[config.mk]
export PLATFORM = sky130hd
export DESIGN_NAME = serial_subtractor_flat
export DESIGN_NICKNAME = d
export VERILOG_FILES = /design/src/rtl/serial_subtractor_if.sv /design/src/rtl/serial_subtractor.sv /design/src/flat_wrapper.sv
export SDC_FILE = /design/constraint.sdc
export NUM_CORES = 1
export LEC_CHECK = 0
export CORE_MARGIN = 8
export CORE_UTILIZATION = 36
export CTS_BUF_LIST = sky130_fd_sc_hd__clkbuf_16
export CTS_CLUSTER_DIAMETER = 150
export DETAILED_ROUTE_END_ITERATION = 7
export HOLD_SLACK_MARGIN = 0.12
export PLACE_DENSITY = 0.56
export SETUP_SLACK_MARGIN = 0.02
export SYNTH_ARGS = -nofsm -noshare
export SYNTH_HDL_FRONTEND = slang
export SYNTH_SLANG_ARGS = --single-unit
[constraint.sdc]
create_clock -name clk -period 1.64 [get_ports clk]
set_clock_uncertainty 0.15 [all_clocks]
set_input_delay 0.328 -clock clk [delete_from_list [all_inputs] [get_ports clk]]
set_output_delay 0.328 -clock clk [all_outputs]
set_load 0.02 [all_outputs]
[src/rtl/serial_subtractor_if.sv]
// serial_subtractor_if: operand/result bundle for the bit-serial subtractor.
//   start, a, b, bin : request side, driven by the master
//   busy, done       : progress/handshake, driven by the slave
//   diff, bout, ovf  : held result, driven by the slave
interface serial_subtractor_if #(
  parameter int WIDTH = 8
);
  logic             start;
  logic [WIDTH-1:0] a;
  logic [WIDTH-1:0] b;
  logic             bin;
  logic             busy;
  logic             done;
  logic [WIDTH-1:0] diff;
  logic             bout;
  logic             ovf;

  modport master (
    output start, a, b, bin,
    input  busy, done, diff, bout, ovf
  );

  modport slave (
    input  start, a, b, bin,
    output busy, done, diff, bout, ovf
  );
endinterface

[src/rtl/serial_subtractor.sv]
// serial_subtractor: computes a - b - bin one bit per clock, LSB first,
// through one full-subtractor cell with a registered borrow.
//   clk   : rising-edge clock
//   rst_n : asynchronous active-low reset
//   bus   : slave side of serial_subtractor_if
//           start/a/b/bin sampled only on the accepting edge (IDLE or DONE);
//           busy high in RUN, done a one-cycle pulse in DONE;
//           diff/bout/ovf update only on entry to DONE and hold otherwise.
module serial_subtractor #(
  parameter int WIDTH = 8
) (
  input  logic               clk,
  input  logic               rst_n,
  serial_subtractor_if.slave bus
);

  localparam int CW = $clog2(WIDTH + 1);
  localparam logic [CW-1:0] LAST = CW'(WIDTH - 1);

  typedef enum logic [1:0] {IDLE, RUN, DONE} state_t;

  state_t           state_q;
  logic [WIDTH-1:0] a_q, b_q, res_q, diff_q;
  logic [CW-1:0]    cnt_q;
  logic             br_q, a_msb_q, b_msb_q, bout_q, ovf_q;

  // Full-subtractor cell on the current LSBs.
  logic             d_bit, br_d;
  logic [WIDTH-1:0] res_d;

  always_comb begin
    d_bit = a_q[0] ^ b_q[0] ^ br_q;
    br_d  = (~a_q[0] & b_q[0]) | (~(a_q[0] ^ b_q[0]) & br_q);
    // Result bits enter at the MSB so after WIDTH shifts bit 0 sits at the LSB.
    res_d = {d_bit, res_q[WIDTH-1:1]};
  end

  always_ff @(posedge clk or negedge rst_n) begin
    if (!rst_n) begin
      state_q <= IDLE;
      a_q     <= '0;
      b_q     <= '0;
      res_q   <= '0;
      diff_q  <= '0;
      cnt_q   <= '0;
      br_q    <= 1'b0;
      a_msb_q <= 1'b0;
      b_msb_q <= 1'b0;
      bout_q  <= 1'b0;
      ovf_q   <= 1'b0;
    end else begin
      case (state_q)
        IDLE, DONE: begin
          if (bus.start) begin
            a_q     <= bus.a;
            b_q     <= bus.b;
            br_q    <= bus.bin;
            res_q   <= '0;
            cnt_q   <= '0;
            // Operands are shifted away, so keep the sign bits for overflow.
            a_msb_q <= bus.a[WIDTH-1];
            b_msb_q <= bus.b[WIDTH-1];
            state_q <= RUN;
          end else begin
            state_q <= IDLE;
          end
        end
        RUN: begin
          a_q   <= a_q >> 1;
          b_q   <= b_q >> 1;
          br_q  <= br_d;
          res_q <= res_d;
          cnt_q <= cnt_q + CW'(1);
          if (cnt_q == LAST) begin
            diff_q  <= res_d;
            bout_q  <= br_d;
            ovf_q   <= (a_msb_q != b_msb_q) && (res_d[WIDTH-1] != a_msb_q);
            state_q <= DONE;
          end
        end
        default: state_q <= IDLE;
      endcase
    end
  end

  assign bus.busy = (state_q == RUN);
  assign bus.done = (state_q == DONE);
  assign bus.diff = diff_q;
  assign bus.bout = bout_q;
  assign bus.ovf  = ovf_q;

endmodule

[src/flat_wrapper.sv]
// flat-port wrapper written by rule: the top's interface ports become plain ports
module serial_subtractor_flat 
#(
  parameter int WIDTH = 8
)
  (clk, rst_n, bus_start, bus_a, bus_b, bus_bin, bus_busy, bus_done, bus_diff, bus_bout, bus_ovf);
  serial_subtractor_if #(.WIDTH(WIDTH)) bus_i ();
  input  logic clk;
  input  logic rst_n;
  input wire logic [$bits(bus_i.start)-1:0] bus_start;
  input wire logic [$bits(bus_i.a)-1:0] bus_a;
  input wire logic [$bits(bus_i.b)-1:0] bus_b;
  input wire logic [$bits(bus_i.bin)-1:0] bus_bin;
  output wire logic [$bits(bus_i.busy)-1:0] bus_busy;
  output wire logic [$bits(bus_i.done)-1:0] bus_done;
  output wire logic [$bits(bus_i.diff)-1:0] bus_diff;
  output wire logic [$bits(bus_i.bout)-1:0] bus_bout;
  output wire logic [$bits(bus_i.ovf)-1:0] bus_ovf;
  assign bus_i.start = bus_start;
  assign bus_i.a = bus_a;
  assign bus_i.b = bus_b;
  assign bus_i.bin = bus_bin;
  assign bus_busy = bus_i.busy;
  assign bus_done = bus_i.done;
  assign bus_diff = bus_i.diff;
  assign bus_bout = bus_i.bout;
  assign bus_ovf = bus_i.ovf;
  serial_subtractor #(.WIDTH(WIDTH)) u_core (.clk(clk), .rst_n(rst_n), .bus(bus_i));
endmodule
==> metrics.cfg <==
[pwr]
powerDensity_nw_per_um2=2020
ir_drop_uv=1330
power.total_w=0.00532
p_leak_nw=1.27

[die]
die_y_microns=86.9
ios=32
core-area_sq_um=4790
die_w_microns=86.9
num_rows=25
dieArea_sq_um=7550
initial_utilization=0.378

[status]
status=finished, violations left
violations=negative setup slack

[logic_synthesis]
synth-seq-cells=42
synth_top_family_by_area=simple AND/OR/NAND/NOR gates
synth_area_sq_um=1810
synth-xor-area-share=0.00484
synthAdderAreaFrac=0.0180
synthMuxAreaShare=0.0893
syn_area_per_cell_sq_um=12.2
synth.net_count=170
syn_inst=148
synth_compound_gate_area_share=0.124
ys_seq_area_frac=0.581
yosys.area_share.simple=0.129
ys_types=28
synth_warnings=0

[sta]
min_period_ps=1710
hold_viol=0
drv_slew=0
tightest_slew_ps=457
final-setup-viol-count=1
fmax_mhz=585
slew-limit-headroom=0.695
hold_slack_ps=356
fin_crit_sh=1.04
rsz0062_at_grt=true
layout_setup_ws_ps=-69.9

[critical_path]
cp.required_ps=1650
setup.worst_path.end=u_core.bus.ovf$_DFFE_PN0P_
cp_max_fo=3
critPathKind=reg2reg
cp-startpoint=u_core.br_q$_DFFE_PN0P_
r2r_start=u_core.br_q$_DFFE_PN0P_
slowest_delay_ps=590
reg2reg_depth=5
cp_cell_sequence=inv_2, fa_1, nand2b_4, o21ai_2, mux2_4
slowest_stage=fa_1
startpoint_type=flip-flop
arrival_ps=1720
rr_endpoint=u_core.bus.ovf$_DFFE_PN0P_
r2r_setup_slack_ps=-70
crit_path_end_kind=flip-flop

[clock_network]
cts_buffers=5
htree_levels=2
clockBufferDepth=2
clock_latency_ps=280
cts.sinks=42
clk_pin_slew_ps=60
cts-root-buf=clkbuf_16
cts_tree=done

[final_layout]
layout-drive-gt1-share=0.261
multi_input_area_sq_um=702
antennaDiodeCount=0
syn2layout_area_growth_pct=45.3
mostFrequentLayoutCell=dfrtp_1
final_cell_mix=42 x dfrtp_1, 21 x nand2_1, 18 x clkdlybuf4s50_1, 18 x buf_4
regArea_sq_um=1050
n_fill_cell=428
nets=224

[worst_hold_path]
holdCritPathClass=reg2reg

[route]
vias_per_cell=4.91
first_pass_iters=4
wl_per_cell_microns=14.8
drt_iter0_markers=60
drt-total-wl_mm=3.98
drc_errors=0
vias=1326
ant_nets=0

[job]
drv_cap=0

[global_route]
antenna_found_initial=0
grt_use_total=0.112
grt_max_degree=29
grt.overflow.total=0
grt_pass1_vias=1421
grt_pass1_wl_mm=6.60

[place]
gp_congestion=0.798
portBuffers=31
hpwl_mm=2.72

## metrics by stage
| step | std cells | utilization | worst slack (ps) | TNS (ps) | area (sq um) |
|---|---|---|---|---|---|
| floorplan | 148 | - | 16.0 | 0 | 1810 |
| global placement | 252 | 0.479 | -119 | -2340 | 2290 |
| CTS | 267 | 0.536 | -65.8 | -65.8 | 2570 |
| detailed placement | 252 | 0.479 | -193 | -3060 | 2290 |
| finish | 270 | 0.549 | -69.9 | -69.9 | 2630 |
| global route | 270 | 0.549 | -114 | -335 | 2630 |
## cells in the mapped netlist
| library cell | n | area (sq um) |
|---|---|---|
| mux2_2 | 1 | 11.3 |
| nor2b_1 | 2 | 12.5 |
| o21ai_0 | 2 | 10.0 |
| inv_1 | 3 | 11.3 |
| buf_4 | 1 | 7.51 |
| mux2i_1 | 3 | 30.0 |
| mux2_4 | 8 | 120 |
| nand2b_1 | 3 | 18.8 |
| clkbuf_1 | 3 | 11.3 |
| dfrtp_1 | 42 | 1050 |
| and2b_1 | 1 | 7.51 |
| nor3_1 | 1 | 5.00 |
| a22o_1 | 11 | 96.3 |
| ha_1 | 1 | 12.5 |
| buf_6 | 3 | 33.8 |
| nand4_1 | 1 | 6.26 |
| inv_2 | 1 | 3.75 |
| nand3b_1 | 1 | 7.51 |
| nand2_1 | 22 | 82.6 |
| xnor2_1 | 1 | 8.76 |
| nand3_1 | 13 | 65.1 |
| nor3_4 | 1 | 16.3 |
| a22oi_1 | 13 | 97.6 |
| nor2_1 | 3 | 11.3 |
| a221o_1 | 2 | 20.0 |
| buf_2 | 3 | 15.0 |
| fa_1 | 1 | 20.0 |
| buf_8 | 1 | 15.0 |
## worst max-delay path: cells and delay by family (launching register included)
family,cells,cell delay (ps)
buffers and inverters,1,50
AOI/OAI and AO/OA,1,50
adders and majority gates,1,590
DFF,1,370
and+or+nand+nor,1,140
muxes,1,250
## report_power, final
| part | leakage (nW) | switching, W | total, W | internal [W] |
|---|---|---|---|---|
| Sequential | 0.534 | 0.000303 | 0.00179 | 0.00149 |
| Clock | 0.0915 | 0.000382 | 0.00125 | 0.000866 |
| Combinational | 0.648 | 0.00103 | 0.00228 | 0.00125 |
## logic make-up (layout without fill, tap and decap cells)
kind of cell | Yosys count | after routing
AO/OA/AOI/OAI | 28 | 28
multiplexers | 12 | 12
flip-flops | 42 | 42
AND/OR/NAND/NOR | 48 | 48
adder cells (fa/ha/maj) | 2 | 2
buffers and inverters | 15 | 70
XOR/XNOR | 1 | 1
## sequential cells by signal, indices dropped and copies added (netlist names)
signal and flops:
u_core.b_q 8, u_core.cnt_q 4, u_core.bus.ovf 1, u_core.bus.diff 8, u_core.b_msb_q 1, u_core.br_q 1
u_core.state_q 2, u_core.a_msb_q 1, u_core.bus.bout 1, u_core.a_q 8, u_core.res_q 7
## metal layers
metal | track usage | part of all wire
met1 | 0.130 | 0.45
met2 | 0.181 | 0.47
met3 | 0.0443 | 0.065
met4 | 0.0454 | 0.013
met5 | 0 | 0
## worst min path at each step
| stage | startpoint | to | depth (start not counted) |
|---|---|---|---|
| after global routing | u_core.bus.diff[3]$_DFFE_PN0P_ | u_core.bus.diff[3]$_DFFE_PN0P_ | 1 |
| after floorplan | rst_n | u_core.a_msb_q$_DFFE_PN0P_ | 0 |
| after global placement | rst_n | u_core.bus.diff[0]$_DFFE_PN0P_ | 1 |
| after detailed placement | rst_n | u_core.bus.diff[0]$_DFFE_PN0P_ | 1 |
| after CTS | u_core.b_q[7]$_DFFE_PN0P_ | u_core.b_q[7]$_DFFE_PN0P_ | 1 |
| final | u_core.a_q[6]$_DFFE_PN0P_ | u_core.a_q[6]$_DFFE_PN0P_ | 2 |
## cell type report
class                      count  share of cell area
clock buffer                   5              0.0476
clock inverter                 3              0.0243
inverter                       4             0.00571
multi-input combinational     91               0.267
sequential                    42               0.400
tap                           67              0.0319
timing repair buffer          58               0.223
## timing repair
item                                   CTS  global route
endpoints found under the hold margin   17             0
gates cloned                             1             0
pin swaps                                2             2
hold buffers                             1             0
setup endpoints to repair               34            20
resized for setup                       25             8
setup buffers                            5             3
No activity file was read; power rests on OpenSTA's default activity.
